--- config.mk ---
export PLATFORM = sky130hd
export DESIGN_NAME = pipe_hazard_ctrl_flat
export DESIGN_NICKNAME = d
export VERILOG_FILES = /design/src/rtl/pipe_ctrl_pkg.sv /design/src/rtl/pipe_hazard_ctrl_if.sv /design/src/rtl/pipe_hazard_detect.sv /design/src/rtl/pipe_hazard_ctrl.sv /design/src/flat_wrapper.sv
export SDC_FILE = /design/constraint.sdc
export NUM_CORES = 1
export LEC_CHECK = 0
export BUFFER_PORTS_ARGS = -buffer_cell sky130_fd_sc_hd__buf_4
export CORE_ASPECT_RATIO = 0.7
export CORE_MARGIN = 2
export CORE_UTILIZATION = 47
export CTS_CLUSTER_SIZE = 12
export DETAILED_ROUTE_END_ITERATION = 12
export PLACE_DENSITY_LB_ADDON = 0.12
export SLEW_MARGIN = 20
export SYNTH_ARGS = -nofsm -noshare
export SYNTH_HDL_FRONTEND = slang
export SYNTH_HIERARCHICAL = 1
export SYNTH_SLANG_ARGS = --single-unit
export TNS_END_PERCENT = 10
--- constraint.sdc ---
create_clock -name CLK -period 4.1 [get_ports CLK]
set_clock_uncertainty 0.1 [all_clocks]
set_input_delay 0.41 -clock CLK [delete_from_list [all_inputs] [get_ports CLK]]
set_output_delay 0.41 -clock CLK [all_outputs]
set_load 0.02 [all_outputs]
--- src/rtl/pipe_ctrl_pkg.sv ---
// Shared definitions for the pipeline sequencing controller and the
// pipeline registers it steers: controller state encoding, the default
// memory-wait timeout and the NOP/bubble constants loaded on a flush.
package pipe_ctrl_pkg;

   typedef enum logic [1:0] {
      ST_RUN      = 2'd0,
      ST_MEM_WAIT = 2'd1,
      ST_HALT     = 2'd2
   } pipe_state_e;

   // Default number of consecutive memory-wait cycles tolerated before halting
   localparam int MEM_TIMEOUT_DEF = 15;

   // Wait counter width, wide enough for any timeout in 1..255
   localparam int WAIT_W = 8;

   // Contents a flushed IF/ID register loads (encodes a NOP)
   localparam logic [15:0] NOP_INSTR = 16'h0000;

   // Control bits a bubble carries: no register write, no memory access
   localparam logic BUBBLE_REG_WRITE = 1'b0;
   localparam logic BUBBLE_MEM_READ  = 1'b0;
   localparam logic BUBBLE_MEM_WRITE = 1'b0;

endpackage

--- src/rtl/pipe_hazard_ctrl_if.sv ---
// Hazard inputs and pipeline-register controls of pipe_hazard_ctrl.
// master = pipeline side (drives hazard sources, receives controls),
// slave  = controller. Handshake: a memory access in MEM is pending while
// mem_req is high; it completes in the cycle mem_ready is high, and until
// then the controller holds PC..EX/MEM and lets MEM/WB take a bubble.
interface pipe_hazard_ctrl_if #(
   parameter int ADDR_W = 4,
   parameter int CNT_W  = 16
);
   logic [ADDR_W-1:0] id_rs1;
   logic [ADDR_W-1:0] id_rs2;
   logic              id_use_rs1;
   logic              id_use_rs2;
   logic              ex_mem_read;
   logic [ADDR_W-1:0] ex_rd;
   logic              branch_taken;
   logic              mem_req;
   logic              mem_ready;

   logic              pc_en;
   logic              ifid_en;
   logic              idex_en;
   logic              exmem_en;
   logic              memwb_en;
   logic              ifid_flush;
   logic              idex_flush;
   logic              memwb_bubble;
   logic              halted;
   logic [CNT_W-1:0]  stall_cnt;
   logic [CNT_W-1:0]  flush_cnt;
   logic [1:0]        dbg_state;

   modport master (
      output id_rs1, id_rs2, id_use_rs1, id_use_rs2, ex_mem_read, ex_rd,
             branch_taken, mem_req, mem_ready,
      input  pc_en, ifid_en, idex_en, exmem_en, memwb_en, ifid_flush,
             idex_flush, memwb_bubble, halted, stall_cnt, flush_cnt, dbg_state
   );

   modport slave (
      input  id_rs1, id_rs2, id_use_rs1, id_use_rs2, ex_mem_read, ex_rd,
             branch_taken, mem_req, mem_ready,
      output pc_en, ifid_en, idex_en, exmem_en, memwb_en, ifid_flush,
             idex_flush, memwb_bubble, halted, stall_cnt, flush_cnt, dbg_state
   );
endinterface

--- src/rtl/pipe_hazard_detect.sv ---
// Combinational load-use comparator: the ID instruction reads a register
// that the load currently in EX will write. Register 0 is compared like any
// other register.
module pipe_hazard_detect #(
   parameter int ADDR_W = 4
) (
   input  logic [ADDR_W-1:0] i_id_rs1,
   input  logic [ADDR_W-1:0] i_id_rs2,
   input  logic              i_id_use_rs1,
   input  logic              i_id_use_rs2,
   input  logic              i_ex_mem_read,
   input  logic [ADDR_W-1:0] i_ex_rd,
   output logic              o_load_use
);
   logic w_hit_rs1;
   logic w_hit_rs2;

   assign w_hit_rs1  = i_id_use_rs1 && (i_id_rs1 == i_ex_rd);
   assign w_hit_rs2  = i_id_use_rs2 && (i_id_rs2 == i_ex_rd);
   assign o_load_use = i_ex_mem_read && (w_hit_rs1 || w_hit_rs2);
endmodule

--- src/rtl/pipe_hazard_ctrl.sv ---
// Pipeline sequencing controller for the 16-bit five-stage core.
// Registered state RUN / MEM_WAIT / HALT; all controls are combinational
// from state and inputs. Priority: HALT > memory freeze > taken branch >
// load-use > normal. Optional performance counters: PIPE_PERF_CNT_EN.
module pipe_hazard_ctrl
   import pipe_ctrl_pkg::*;
#(
   parameter int ADDR_W      = 4,
   parameter int MEM_TIMEOUT = MEM_TIMEOUT_DEF,
   parameter int CNT_W       = 16
) (
   input logic               CLK,
   input logic               reset,
   pipe_hazard_ctrl_if.slave bus
);
   localparam logic [1:0] S_RUN      = ST_RUN;
   localparam logic [1:0] S_MEM_WAIT = ST_MEM_WAIT;
   localparam logic [1:0] S_HALT     = ST_HALT;

   logic [1:0]        r_state;
   logic [1:0]        w_state_nxt;
   logic [WAIT_W-1:0] r_wait_cnt;
   logic [WAIT_W-1:0] w_wait_nxt;
   logic              r_halted;
   logic              w_halted_nxt;
   logic              w_freeze;
   logic              w_load_use;
   logic              w_pc_en, w_ifid_en, w_idex_en, w_exmem_en, w_memwb_en;
   logic              w_ifid_flush, w_idex_flush, w_memwb_bubble;

   assign w_freeze = bus.mem_req && !bus.mem_ready;

   pipe_hazard_detect #(.ADDR_W(ADDR_W)) u_detect (
      .i_id_rs1      (bus.id_rs1),
      .i_id_rs2      (bus.id_rs2),
      .i_id_use_rs1  (bus.id_use_rs1),
      .i_id_use_rs2  (bus.id_use_rs2),
      .i_ex_mem_read (bus.ex_mem_read),
      .i_ex_rd       (bus.ex_rd),
      .o_load_use    (w_load_use)
   );

   // Next state: enter MEM_WAIT on a freeze, count wait cycles, halt on timeout
   always_comb begin
      w_state_nxt  = r_state;
      w_wait_nxt   = r_wait_cnt;
      w_halted_nxt = r_halted;
      case (r_state)
         S_RUN: begin
            if (w_freeze) begin
               w_state_nxt = S_MEM_WAIT;
               w_wait_nxt  = WAIT_W'(1);
            end
         end
         S_MEM_WAIT: begin
            if (!w_freeze) begin
               w_state_nxt = S_RUN;
               w_wait_nxt  = '0;
            end else if (r_wait_cnt == WAIT_W'(MEM_TIMEOUT)) begin
               w_state_nxt  = S_HALT;
               w_halted_nxt = 1'b1;
            end else if (r_wait_cnt != '1) begin
               w_wait_nxt = r_wait_cnt + WAIT_W'(1);
            end
         end
         S_HALT: begin
            w_state_nxt = S_HALT;
         end
         default: begin
            w_state_nxt = S_RUN;
            w_wait_nxt  = '0;
         end
      endcase
   end

   // State, wait counter and sticky halt flag; only reset leaves HALT
   always_ff @(posedge CLK) begin
      if (reset) begin
         r_state    <= S_RUN;
         r_wait_cnt <= '0;
         r_halted   <= 1'b0;
      end else begin
         r_state    <= w_state_nxt;
         r_wait_cnt <= w_wait_nxt;
         r_halted   <= w_halted_nxt;
      end
   end

   // Pipeline-register controls by priority; reset leaves every register enabled
   always_comb begin
      w_pc_en        = 1'b1;
      w_ifid_en      = 1'b1;
      w_idex_en      = 1'b1;
      w_exmem_en     = 1'b1;
      w_memwb_en     = 1'b1;
      w_ifid_flush   = 1'b0;
      w_idex_flush   = 1'b0;
      w_memwb_bubble = 1'b0;
      if (reset) begin
         w_pc_en = 1'b1;
      end else if (r_state == S_HALT) begin
         w_pc_en    = 1'b0;
         w_ifid_en  = 1'b0;
         w_idex_en  = 1'b0;
         w_exmem_en = 1'b0;
         w_memwb_en = 1'b0;
      end else if (w_freeze) begin
         // Everything up to EX/MEM holds; branch/load-use re-evaluated later
         w_pc_en        = 1'b0;
         w_ifid_en      = 1'b0;
         w_idex_en      = 1'b0;
         w_exmem_en     = 1'b0;
         w_memwb_bubble = 1'b1;
      end else if (bus.branch_taken) begin
         w_ifid_flush = 1'b1;
         w_idex_flush = 1'b1;
      end else if (w_load_use) begin
         w_pc_en      = 1'b0;
         w_ifid_en    = 1'b0;
         w_idex_flush = 1'b1;
      end
   end

   assign bus.pc_en        = w_pc_en;
   assign bus.ifid_en      = w_ifid_en;
   assign bus.idex_en      = w_idex_en;
   assign bus.exmem_en     = w_exmem_en;
   assign bus.memwb_en     = w_memwb_en;
   assign bus.ifid_flush   = w_ifid_flush;
   assign bus.idex_flush   = w_idex_flush;
   assign bus.memwb_bubble = w_memwb_bubble;
   assign bus.halted       = r_halted;
   assign bus.dbg_state    = r_state;

`ifdef PIPE_PERF_CNT_EN
   logic [CNT_W-1:0] r_stall_cnt;
   logic [CNT_W-1:0] r_flush_cnt;

   // Saturating stall and flush cycle counters
   always_ff @(posedge CLK) begin
      if (reset) begin
         r_stall_cnt <= '0;
         r_flush_cnt <= '0;
      end else begin
         if (!w_pc_en && (r_state != S_HALT) && (r_stall_cnt != '1))
            r_stall_cnt <= r_stall_cnt + CNT_W'(1);
         if ((w_ifid_flush || w_idex_flush) && (r_flush_cnt != '1))
            r_flush_cnt <= r_flush_cnt + CNT_W'(1);
      end
   end

   assign bus.stall_cnt = r_stall_cnt;
   assign bus.flush_cnt = r_flush_cnt;
`else
   assign bus.stall_cnt = {CNT_W{1'b0}};
   assign bus.flush_cnt = {CNT_W{1'b0}};
`endif
endmodule
--- src/flat_wrapper.sv ---
// flat-port wrapper written by rule: the top's interface ports become plain ports
module pipe_hazard_ctrl_flat import pipe_ctrl_pkg::*;
#(
   parameter int ADDR_W      = 4,
   parameter int MEM_TIMEOUT = MEM_TIMEOUT_DEF,
   parameter int CNT_W       = 16
)
  (CLK, reset, bus_id_rs1, bus_id_rs2, bus_id_use_rs1, bus_id_use_rs2, bus_ex_mem_read, bus_ex_rd, bus_branch_taken, bus_mem_req, bus_mem_ready, bus_pc_en, bus_ifid_en, bus_idex_en, bus_exmem_en, bus_memwb_en, bus_ifid_flush, bus_idex_flush, bus_memwb_bubble, bus_halted, bus_stall_cnt, bus_flush_cnt, bus_dbg_state);
  pipe_hazard_ctrl_if #(.ADDR_W(ADDR_W), .CNT_W(CNT_W)) bus_i ();
  input logic CLK;
  input logic reset;
  input wire logic [$bits(bus_i.id_rs1)-1:0] bus_id_rs1;
  input wire logic [$bits(bus_i.id_rs2)-1:0] bus_id_rs2;
  input wire logic [$bits(bus_i.id_use_rs1)-1:0] bus_id_use_rs1;
  input wire logic [$bits(bus_i.id_use_rs2)-1:0] bus_id_use_rs2;
  input wire logic [$bits(bus_i.ex_mem_read)-1:0] bus_ex_mem_read;
  input wire logic [$bits(bus_i.ex_rd)-1:0] bus_ex_rd;
  input wire logic [$bits(bus_i.branch_taken)-1:0] bus_branch_taken;
  input wire logic [$bits(bus_i.mem_req)-1:0] bus_mem_req;
  input wire logic [$bits(bus_i.mem_ready)-1:0] bus_mem_ready;
  output wire logic [$bits(bus_i.pc_en)-1:0] bus_pc_en;
  output wire logic [$bits(bus_i.ifid_en)-1:0] bus_ifid_en;
  output wire logic [$bits(bus_i.idex_en)-1:0] bus_idex_en;
  output wire logic [$bits(bus_i.exmem_en)-1:0] bus_exmem_en;
  output wire logic [$bits(bus_i.memwb_en)-1:0] bus_memwb_en;
  output wire logic [$bits(bus_i.ifid_flush)-1:0] bus_ifid_flush;
  output wire logic [$bits(bus_i.idex_flush)-1:0] bus_idex_flush;
  output wire logic [$bits(bus_i.memwb_bubble)-1:0] bus_memwb_bubble;
  output wire logic [$bits(bus_i.halted)-1:0] bus_halted;
  output wire logic [$bits(bus_i.stall_cnt)-1:0] bus_stall_cnt;
  output wire logic [$bits(bus_i.flush_cnt)-1:0] bus_flush_cnt;
  output wire logic [$bits(bus_i.dbg_state)-1:0] bus_dbg_state;
  assign bus_i.id_rs1 = bus_id_rs1;
  assign bus_i.id_rs2 = bus_id_rs2;
  assign bus_i.id_use_rs1 = bus_id_use_rs1;
  assign bus_i.id_use_rs2 = bus_id_use_rs2;
  assign bus_i.ex_mem_read = bus_ex_mem_read;
  assign bus_i.ex_rd = bus_ex_rd;
  assign bus_i.branch_taken = bus_branch_taken;
  assign bus_i.mem_req = bus_mem_req;
  assign bus_i.mem_ready = bus_mem_ready;
  assign bus_pc_en = bus_i.pc_en;
  assign bus_ifid_en = bus_i.ifid_en;
  assign bus_idex_en = bus_i.idex_en;
  assign bus_exmem_en = bus_i.exmem_en;
  assign bus_memwb_en = bus_i.memwb_en;
  assign bus_ifid_flush = bus_i.ifid_flush;
  assign bus_idex_flush = bus_i.idex_flush;
  assign bus_memwb_bubble = bus_i.memwb_bubble;
  assign bus_halted = bus_i.halted;
  assign bus_stall_cnt = bus_i.stall_cnt;
  assign bus_flush_cnt = bus_i.flush_cnt;
  assign bus_dbg_state = bus_i.dbg_state;
  pipe_hazard_ctrl #(.ADDR_W(ADDR_W), .MEM_TIMEOUT(MEM_TIMEOUT), .CNT_W(CNT_W)) u_core (.CLK(CLK), .reset(reset), .bus(bus_i));
endmodule
==> flow_metrics.tcl, run 1 <==
set metrics [dict create \
    tns_ps 0 \
    ys.warnings.count 6 \
    cts_root_buf "clkbuf_4" \
    die_w_um 60.9 \
    coreArea_um2 2150 \
    ios 63 \
    rsz0062_at_grt "false" \
    cts_buffer_depth 2 \
    critPathLaunchType "flip-flop" \
    first_pass_iters 4 \
    status "finished, final reports clean" \
    cp-end-kind "output pin" \
    crit_fanout 11 \
    synth.avg_cell_area_um2 8.20 \
    areaGrowthSynthToFinish_pct 11.5 \
    antenna_cells 0 \
    viasPerCell 4.90 \
    ys_seq_area_share_pct 20.7 \
    wirelength_mm 2.17 \
    synth_flop_cell "dfxtp_1" \
    max_slew.worst_pin.slew_ps 780 \
    clock_sinks 11 \
    fin_area_um2 1190 \
    clkTransAtPathRegs_ps 70 \
    synthArstFlopShare_pct 0 \
    syn_inst 130 \
    reg2reg_depth 3 \
    vias 926 \
    cap_violations 0 \
    nNetsFinal 179 \
    grt_pass1_vias 794 \
    min_path_cells 2 \
    hp-start "reset" \
    path_class "flip-flop to output pin" \
    grt_max_degree 20 \
    cts_tree "done" \
    htreeDepth 1 \
    fillers 216 \
    fin_crit_ps 2070 \
    cp.required_ps 3590 \
    gp_congestion 0.769 \
    postCtsSetupRepairBufs 0 \
    place_area_um2 1160 \
    fp.dieH_um 43.8 \
    drc 0 \
    fmax_mhz 482 \
    hpwl_mm 1.69 \
    drive_gt1_share_pct 27.4 \
    grt.total_usage_pct 18.4 \
    synth_edf_count 0 \
    rows 14 \
    synth_seq_cells 11 \
    initialDrtViolationCount 34 \
    maxSlewViolCount 0 \
    vdd_drop_max_mv 0.129 \
    ant_nets 0 \
    final_util_pct 55.2 \
    yosys.area.top_type_share_pct 25.4 \
    yosysTopAreaCell "buf_4" \
    p_per_area_nw_per_um2 222 \
    clk_latency_ps 270 \
    cts-buffers-inserted 3 \
    dieArea_um2 2670 \
    finalHoldViolCount 0 \
    numPortBuffers 30 \
    crit_path_start "u_core/bus.dbg_state[0]" \
    arrival_ps 1560 \
    syn-cell-area_um2 1070 \
    hp-class "input pin to flip-flop" \
    synth_cell_types 44 \
    postCtsHoldBufs 0 \
    fin_crit_sh_pct 50.6 \
    grt_pass1_wl_mm 3.68 \
    slew-limit-headroom_pct 47.3 \
    antenna_found_initial 0 \
    wire_per_inst_um 11.5 \
    cts_resized 0 \
    start_util_pct 49.5 \
    crit-reg2reg-launch "u_core/bus.dbg_state[0]" \
    setup_violations 0 \
    gr-total-overflow 0 \
    synth_area_leaders "buf_4, dfxtp_1, xor2_1" \
    p_leak_nw 0.513 \
]
logic make-up after synthesis:
| logic type | count (synthesis) | synth area share, % |
|---|---|---|
| XOR/XNOR | 8 | 6.57 |
| flip-flops | 11 | 20.7 |
| other | 1 | 0.352 |
| AND/OR/NAND/NOR | 48 | 28.2 |
| AO/OA/AOI/OAI | 23 | 16.3 |
| buffers and inverters | 38 | 26.8 |
| adder cells (fa/ha/maj) | 1 | 1.17 |
through the flow:
step           instances  setup slack (ps)  hold slack (ps)  power, mW
6_report             189              2030              351      0.263
5_1_grt              189              1890              348      0.278
4_1_cts              189              2040              334      0.266
3_5_place_dp         185              2100              368      0.190
3_3_place_gp         185              2110              356      0.189
2_1_floorplan        161              2090              407      0.189
power by group:
part / total (mW) / internal (mW) / switching [mW] / leakage [nW]
registers: 0.111 / 0.108 / 0.00284 / 0.0890
logic: 0.0773 / 0.0261 / 0.0511 / 0.409
clock network: 0.0750 / 0.0377 / 0.0373 / 0.0150
total: 0.263 / 0.172 / 0.0913 / 0.513
cell type report:
cell class | instances | area [um2] | area share [%]
Tap cell | 32 | 40.0 | 3.37
Clock buffer | 4 | 26.3 | 2.21
Multi-Input combinational cell | 112 | 677 | 56.9
Timing Repair Buffer | 30 | 225 | 18.9
Sequential cell | 11 | 220 | 18.5
routing by layer:
metal  part of all wire, %  global-route usage [%]
met1                    50                    27.7
met2                    41                    24.9
met3                   9.0                    7.16
met4                     0                    2.61
met5                     0                       0
critical path, stage by stage, from the launching register on:
cell and delay, ps:
dfxtp_1 530, nand2b_1 210, nand2_1 130, o21bai_1 230, buf_4 190
layout by cell type, fill, tap and decap left out, types with 2 or more instances in the layout:
cell type and count:
nand3_1 4, a21oi_1 6, nand4b_1 2, or4_1 2, nand4_1 3, buf_4 30, nor2_2 2, xnor2_1 2
dfxtp_1 11, nand2b_1 3, nor2_1 6, nor3b_1 2, a31oi_1 4, o21bai_1 2, clkbuf_4 3, nor4_1 2
o21ai_0 2, xor2_1 6, nor3_1 3, conb_1 32, o211ai_1 2, nand2_1 6
cells in the mapped netlist (2+ instances only):
| master | number |
|---|---|
| a21oi_1 | 6 |
| dfxtp_1 | 11 |
| nand2b_1 | 3 |
| o21ai_0 | 2 |
| o21bai_1 | 2 |
| nand4_1 | 3 |
| nand2_1 | 6 |
| xor2_1 | 6 |
| buf_4 | 36 |
| a31oi_1 | 4 |
| nor3b_1 | 2 |
| nor2_1 | 6 |
| nor2_2 | 2 |
| nand4b_1 | 2 |
| or4_1 | 2 |
| nor3_1 | 3 |
| xnor2_1 | 2 |
| nor4_1 | 2 |
| nand3_1 | 4 |
| o211ai_1 | 2 |
flip-flops by register name, indices dropped and copies added, names as in the netlist:
| register | flops |
|---|---|
| u_core/bus.dbg_state | 2 |
| u_core/bus.halted | 1 |
| u_core/r_wait_cnt | 8 |
path summary, 6_finish.rpt:
check	to	slack [ps]
setup / recovery	bus_pc_en	2030
hold / removal	u_core/bus.dbg_state[1]	350
setup reg to reg	u_core/r_wait_cnt[3]	2110
hold reg to reg	u_core/bus.halted	380
Power figures use the tool's default switching activity.
==> run 2, diff against run 1 <==
Settings changed: CORE_UTILIZATION 47 to 43.
Clock period 4.1 ns to 2.1 ns, I/O delays scaled along.
==> flow_metrics.tcl, run 2 (synthesis results as in run 1) <==
set metrics [dict create \
    rsz0062_at_grt "false" \
    hp-class "input pin to flip-flop" \
    cap_violations 0 \
    fillers 232 \
    p_per_area_nw_per_um2 428 \
    placed_cells 188 \
    wirelength_mm 2.15 \
    wire_per_inst_um 11.2 \
    grt.total_usage_pct 16.0 \
    initialDrtViolationCount 94 \
    drc 0 \
    final_util_pct 49.9 \
    ant_nets 0 \
    final_cell_mix "conb_1, buf_4, dfxtp_1" \
    dieArea_um2 2900 \
    place_area_um2 1170 \
    power.total_mw 0.513 \
    grt_max_degree 20 \
    postCtsHoldBufs 0 \
    cts-buffers-inserted 3 \
    fp.dieH_um 45.7 \
    cp-end-kind "output pin" \
    timing.final.ws_setup_ps 226 \
    grt_pass1_wl_mm 3.51 \
    first_pass_iters 4 \
    cts_buffer_depth 2 \
    viasPerCell 4.77 \
    maxSlewViolCount 0 \
    numPortBuffers 30 \
    hpwl_mm 1.68 \
    antenna_cells 0 \
    multiInputGateArea_um2 677 \
    p_leak_nw 0.519 \
    setup_violations 0 \
    clkTransAtPathRegs_ps 70 \
    fin_area_um2 1200 \
    die_w_um 63.5 \
    cpLargestDelayFamily "flip-flops" \
    fin_crit_sh_pct 89.2 \
    start_util_pct 44.4 \
    cts_resized 0 \
    tns_ps 0 \
    fin_cells 192 \
    finalHoldViolCount 0 \
    fmax_mhz 534 \
    slowest_delay_ps 540 \
    cts_tree "done" \
    htreeDepth 1 \
    post-place-ws_ps 375 \
    slew-limit-headroom_pct 59.4 \
    max_slew.worst_pin.slew_ps 603 \
    path_cells "nand2b_1 > nand2_1 > o21bai_1 > buf_4" \
    gr-total-overflow 0 \
    vdd_drop_max_mv 0.173 \
    crit_fanout 11 \
    critPathBufInv 1 \
    antenna_found_initial 0 \
    grt_pass1_vias 717 \
    cts_root_buf "clkbuf_4" \
    areaGrowthSynthToFinish_pct 12.4 \
    holdWs_ps 141 \
    postCtsSetupRepairBufs 0 \
    arrival_ps 1560 \
    vias 915 \
    clock_sinks 11 \
    gp_congestion 0.806 \
    status "finished, final reports clean" \
    coreArea_um2 2400 \
    ios 63 \
    critPathLaunchType "flip-flop" \
    cp.required_ps 1790 \
    rows 15 \
    regArea_um2 220 \
    nNetsFinal 180 \
    largest_register_ffs 8 \
    regMostFlops "u_core/r_wait_cnt" \
    layout_commonest_cell "conb_1" \
    fin_crit_ps 1870 \
    drive_gt1_share_pct 27.8 \
    cpMaxStageDelayCell "dfxtp_1" \
    path_class "flip-flop to output pin" \
    clk_latency_ps 270 \
]
## run 2: cell count changes in the layout (fill, tap and decap cells not counted), sizes merged
cell / before / now
buf: 30 / 31
## run 2: final timing paths
kind                                              start                    to  slack (ps)  cells past startpoint
worst min-delay path                              reset  u_core/r_wait_cnt[7]         140                      2
worst max register to register     u_core/r_wait_cnt[4]  u_core/r_wait_cnt[3]         340                      4
worst max-delay path            u_core/bus.dbg_state[0]           bus_ifid_en         230                      4
worst min register to register        u_core/bus.halted     u_core/bus.halted         400                      2
## run 2: final cells by class
type,instances,area share (%)
flip-flops and latches,11,18.4
well taps,34,3.55
repair buffers,31,19.4
clock buffers,4,2.19
multi-input cells,112,56.5
## run 2: power by group
part | switching, mW | leakage [nW] | internal [mW]
registers | 0.00592 | 0.0890 | 0.212
logic | 0.0987 | 0.415 | 0.0514
clock network | 0.0714 | 0.0150 | 0.0736
## run 2: worst reg2reg max path: stages (launching register included)
cell       delay [ps]
dfxtp_1           370
or4_4             580
a21oi_4           200
nor2_2             70
a2111oi_2         340
## run 2: routing by layer
metal | global-route usage [%] | vias to the layer above | share of wire (%)
met4 | 3.91 | 0 | 0.79
met2 | 21.9 | 42 | 42
met3 | 5.45 | 2 | 8.2
met1 | 23.7 | 411 | 49
li1 | - | 460 | -
met5 | 0 | - | 0
